<file path="src/rtl/mips_fetch.sv">
// Instruction-fetch stage: owns the PC, fetches over a req/ack handshake,
// and holds each instruction until the decoder consumes it or fetch halts.
module mips_fetch #(
  parameter logic [31:0] RESET_PC = 32'h0040_0000
) (
  input  logic        clk,
  input  logic        reset,
  output logic        imem_req,
  output logic [31:0] imem_addr,
  input  logic        imem_ack,
  input  logic [31:0] imem_rdata,
  output logic [31:0] inst,
  output logic        inst_valid,
  output logic [31:0] pc,
  output logic [31:0] pc4,
  input  logic [1:0]  control_type,
  input  logic        except,
  input  logic        stall,
  input  logic [31:0] rs_data,
  output logic        halted,
  output logic        misaligned,
  output logic [31:0] retired
);

  localparam logic [1:0] ST_IDLE  = 2'd0;
  localparam logic [1:0] ST_FETCH = 2'd1;
  localparam logic [1:0] ST_EXEC  = 2'd2;
  localparam logic [1:0] ST_HALT  = 2'd3;

  localparam logic [1:0] CT_SEQ    = 2'd0;
  localparam logic [1:0] CT_BRANCH = 2'd1;
  localparam logic [1:0] CT_JUMP   = 2'd2;
  localparam logic [1:0] CT_JR     = 2'd3;

  logic [1:0]  state_q, state_d;
  logic [31:0] pc_q, pc_d;
  logic [31:0] inst_q, inst_d;
  logic [31:0] retired_q, retired_d;
  logic        misaligned_q, misaligned_d;
  logic [31:0] pc4_s;
  logic [31:0] next_pc_s;

  // Branch offsets are word-scaled; jumps keep the top nibble of pc+4.
  function automatic logic [31:0] next_pc_f(
    input logic [1:0]  ctype,
    input logic [31:0] seq_pc,
    input logic [31:0] word,
    input logic [31:0] rs
  );
    logic [31:0] result;
    case (ctype)
      CT_SEQ:    result = seq_pc;
      CT_BRANCH: result = seq_pc + {{14{word[15]}}, word[15:0], 2'b00};
      CT_JUMP:   result = {seq_pc[31:28], word[25:0], 2'b00};
      CT_JR:     result = rs;
      default:   result = seq_pc;
    endcase
    return result;
  endfunction

  assign pc4_s     = pc_q + 32'd4;
  assign next_pc_s = next_pc_f(control_type, pc4_s, inst_q, rs_data);

  // Next-state logic for the fetch FSM and its architectural registers.
  always_comb begin
    state_d      = state_q;
    pc_d         = pc_q;
    inst_d       = inst_q;
    retired_d    = retired_q;
    misaligned_d = misaligned_q;
    case (state_q)
      ST_IDLE: begin
        state_d = ST_FETCH;
      end
      ST_FETCH: begin
        if (imem_ack) begin
          inst_d  = imem_rdata;
          state_d = ST_EXEC;
        end else begin
          state_d = ST_FETCH;
        end
      end
      ST_EXEC: begin
        if (except) begin
          state_d = ST_HALT;
        end else if (stall) begin
          state_d = ST_EXEC;
        end else begin
          // A misaligned target still retires the instruction that produced it.
          retired_d = retired_q + 32'd1;
          if (next_pc_s[1:0] != 2'b00) begin
            misaligned_d = 1'b1;
            state_d      = ST_HALT;
          end else begin
            pc_d    = next_pc_s;
            state_d = ST_FETCH;
          end
        end
      end
      ST_HALT: begin
        state_d = ST_HALT;
      end
      default: begin
        state_d = ST_HALT;
      end
    endcase
  end

  // State registers; reset discards any response still in flight.
  always_ff @(posedge clk or negedge reset) begin
    if (!reset) begin
      state_q      <= ST_IDLE;
      pc_q         <= RESET_PC;
      inst_q       <= 32'd0;
      retired_q    <= 32'd0;
      misaligned_q <= 1'b0;
    end else begin
      state_q      <= state_d;
      pc_q         <= pc_d;
      inst_q       <= inst_d;
      retired_q    <= retired_d;
      misaligned_q <= misaligned_d;
    end
  end

  assign imem_req   = (state_q == ST_FETCH);
  assign inst_valid = (state_q == ST_EXEC);
  assign halted     = (state_q == ST_HALT);
  assign imem_addr  = pc_q;
  assign pc         = pc_q;
  assign pc4        = pc4_s;
  assign inst       = inst_q;
  assign retired    = retired_q;
  assign misaligned = misaligned_q;

endmodule

</file>
<file path="config.mk">
export PLATFORM = sky130hd
export DESIGN_NAME = mips_fetch
export DESIGN_NICKNAME = d
export VERILOG_FILES = /design/src/rtl/mips_fetch.sv
export SDC_FILE = /design/constraint.sdc
export NUM_CORES = 1
export LEC_CHECK = 0
export ABC_CLOCK_PERIOD_IN_PS = 4440
export BUFFER_PORTS_ARGS = -buffer_cell sky130_fd_sc_hd__buf_2
export CELL_PAD_IN_SITES_DETAIL_PLACEMENT = 0
export CELL_PAD_IN_SITES_GLOBAL_PLACEMENT = 2
export CORE_AREA = 2 2 110 218
export CTS_BUF_LIST = sky130_fd_sc_hd__clkbuf_8
export DETAILED_ROUTE_END_ITERATION = 12
export DIE_AREA = 0 0 112 220
export MAX_ROUTING_LAYER = met4
export PLACE_DENSITY_LB_ADDON = 0.1
export SLEW_MARGIN = 30
export SYNTH_ARGS = -nofsm -noshare
export SYNTH_HDL_FRONTEND = slang
export SYNTH_SLANG_ARGS = --single-unit
</file>
<file path="constraint.sdc">
create_clock -name clk -period 4.44 [get_ports clk]
set_input_delay 0.888 -clock clk [delete_from_list [all_inputs] [get_ports clk]]
set_output_delay 0.888 -clock clk [all_outputs]
set_load 0.01 [all_outputs]
</file>
==> impl_metrics.ini <==
[run_status]
status = finished, final reports clean

[power]
p_int_mw = 1.54
peakVddDrop_v = 0.000179
switching_share_pct = 35.2
pwr-share-comb_pct = 30.5
p_switching_mw = 0.834
p_per_area_mw_per_mm2 = 275
p_leak_nw = 4.54
p_seq_share_pct = 43.2
power.share.clock_pct = 26.2

[run]
drv_cap = 0

[placement]
dp_hpwl_mm = 20.6
dp_cells = 1222
gp_congestion = 0.925
port_buffers = 234
dp_slack_ps = -30.8

[die]
die_height_um = 220
ios = 235
die-area_mm2 = 0.0246
core_area_mm2 = 0.0231
initial_core_util_pct = 30.4
std_cell_rows = 79
die_w_um = 112

[logic_synthesis]
yosys.area.top_type_share_pct = 34.9
avgSynthCellArea_um2 = 9.54
synth.net_count = 842
synth-seq-cells = 99
async_flop_share_pct = 100
synth_edf_count = 0
synth_cells = 737
syn_area_mm2 = 0.00703
synth_cell_types = 71
ys_warn_count = 0
seq_area_frac_synth_pct = 35.3
synth-main-ff-cell = dfrtp_1
synth.area.top_cells = dfrtp_1 (35%), xnor2_1 (6.4%), ha_1 (5.9%), mux2_2 (5.8%), nand2_1 (4.3%)
yosys.area.top_type = dfrtp_1

[final_layout]
stdcell_count = 1238
final_common_cell = buf_2
final_nets = 1055
antenna_cells = 0
syn_to_final_growth_pct = 22.7
drive_gt1_share_pct = 36.6
layout_common_cells = buf_2 (233), dfrtp_1 (98), nand2_1 (79)

[sta]
hold_viol_final = 0
clock.fmax_mhz = 235
skew_ps = 14.4
setup_viol = 0
slew_headroom_pct = 53.5
fin_hold_ws_ps = 354
layout_min_cycle_time_ps = 4260
worst_pin_slew_ps = 695
fin_crit_sh_pct = 96.0
timing.final.ws_setup_ps = 180
rsz0062_at_grt = true
drv_slew = 0

[cts]
clock-root-buffer = clkbuf_8
insertion_delay_ps = 420
cts_buffers = 9
path_clk_slew_ps = 100
cts_setup_buffers = 0
postCtsHoldBufs = 0
h-tree-depth = 3
cts_sinks = 99
cts_tree = done
clock_path_buffers = 2

[global_route]
grt_overflow = 0
grt_start_max_net_pins = 42
grt_pass1_wl_mm = 38.8
grt_usage_pct = 21.6
antenna_found_initial = 0
grt_pass1_vias = 6758

[critical_path]
endpoint_kind = flop
cp.required_ps = 4750
start_kind = flop
critPathKind = reg -> reg
arrival_ps = 4570
cp_max_fo = 7

[route]
wirelength_mm = 25.9
drcViolationCount = 0
firstDrtPassIters = 4
routedWlPerCell_um = 20.9
vias = 6315
postRouteAntennaNets = 0
viasPerCell = 5.10
drtIter0Drc = 316

[min_path]
hold_class = in -> async
synthesized netlist by cell type, types with 4 or more instances:
cell and n:
dfrtp_1 98, nand2_1 80, nor2_1 53, a21oi_1 52, xnor2_1 51, mux2_2 36
buf_4 35, ha_1 33, nand3_1 31, xor2_1 31, mux2i_1 17, a21o_1 16
clkbuf_1 16, o21ai_0 16, and3_1 15, inv_1 14, mux4_2 11, nand4_1 10
nor3_1 9, o21ai_1 9, a221oi_1 6, o21a_1 6, buf_1 5, nand2b_1 5
a31oi_1 4, and2_1 4, o221ai_1 4, o22ai_1 4, o31ai_1 4
final timing paths:
| check | slack [ps] | end | depth (start not counted) | startpoint |
|---|---|---|---|---|
| worst max-delay path | 180 | imem_addr[23] | 17 | imem_addr[2] |
| worst min-delay path | 350 | retired[29] | 1 | reset |
| max in group asynchronous | 3140 | imem_addr[30] | 2 | reset |
| min in group clk | 480 | misaligned | 1 | misaligned |
| worst max register to register | 180 | imem_addr[23] | 17 | imem_addr[2] |
| worst min register to register | 480 | misaligned | 1 | misaligned |
per-layer routing:
metal,global-route usage (%),up-vias,wire length (um)
li1,-,3014,-
met1,20.6,3066,8930
met2,42.2,193,15000
met3,3.16,42,965
met4,9.63,0,990
met5,-,-,0
layout make-up:
class                           count  area (um^2)
Clock buffer                        9          124
Clock inverter                      7         68.8
Fill cell                        2452        14500
Inverter                           14         52.6
Multi-Input combinational cell    563         4150
Sequential cell                    99         2480
Tap cell                          283          354
Timing Repair Buffer              263         1390
what timing repair did:
action,4_1_cts,5_1_grt
hold endpoints to repair,0,0
pin swaps,0,3
gates resized for setup,2,6
endpoints found under the setup margin,2,8
kinds of logic after synthesis:
logic type                 after synthesis  share of synthesized area (%)
AOI/OAI and AO/OA                      144                           13.2
xor gates and xnor gates                83                           10.5
adders and majority gates               34                           6.16
buffers and inverters                   75                           6.39
DFF                                     99                           35.3
muxes                                   65                           11.9
and+or+nand+nor                        237                           16.6
critical path: stages, from the launching register on:
cell	delay [ps]
dfrtp_1	370
ha_1	230
nand4_1	220
nor2_2	240
and4_2	310
nand2_1	100
nor3_1	190
xor2_1	320
ha_4	220
nand4_1	190
nor4_4	310
o2111ai_1	200
nand3_2	120
a21o_1	190
a31oi_4	100
xnor2_1	130
mux4_2	440
mux2_4	260
sequential cells by signal (all words and copies together) (netlist names):
register	count
state_q	2
misaligned	1
imem_addr	32
retired	32
inst	32
power groups by stage:
stage	clock network, mW	logic, mW	registers (mW)
after CTS	0.653	0.727	1.03
after detailed placement	0	0.724	1.04
after global placement	0	0.724	1.04
after floorplan	0	0.428	1.06
after global routing	0.688	0.795	1.04
final	0.622	0.724	1.03
through the flow:
| stage | util [%] | TNS, ps | power [mW] | instance area [um^2] |
|---|---|---|---|---|
| floorplan | - | 0 | 1.49 | 7030 |
| global placement | 36.2 | 0 | 1.76 | 8380 |
| detailed placement | 36.2 | -30.8 | 1.77 | 8380 |
| CTS | 37.1 | 0 | 2.41 | 8590 |
| global route | 37.3 | -87.2 | 2.52 | 8620 |
| finish | 37.3 | 0 | 2.37 | 8620 |
Note: power is estimated with default switching activity, not from simulation.
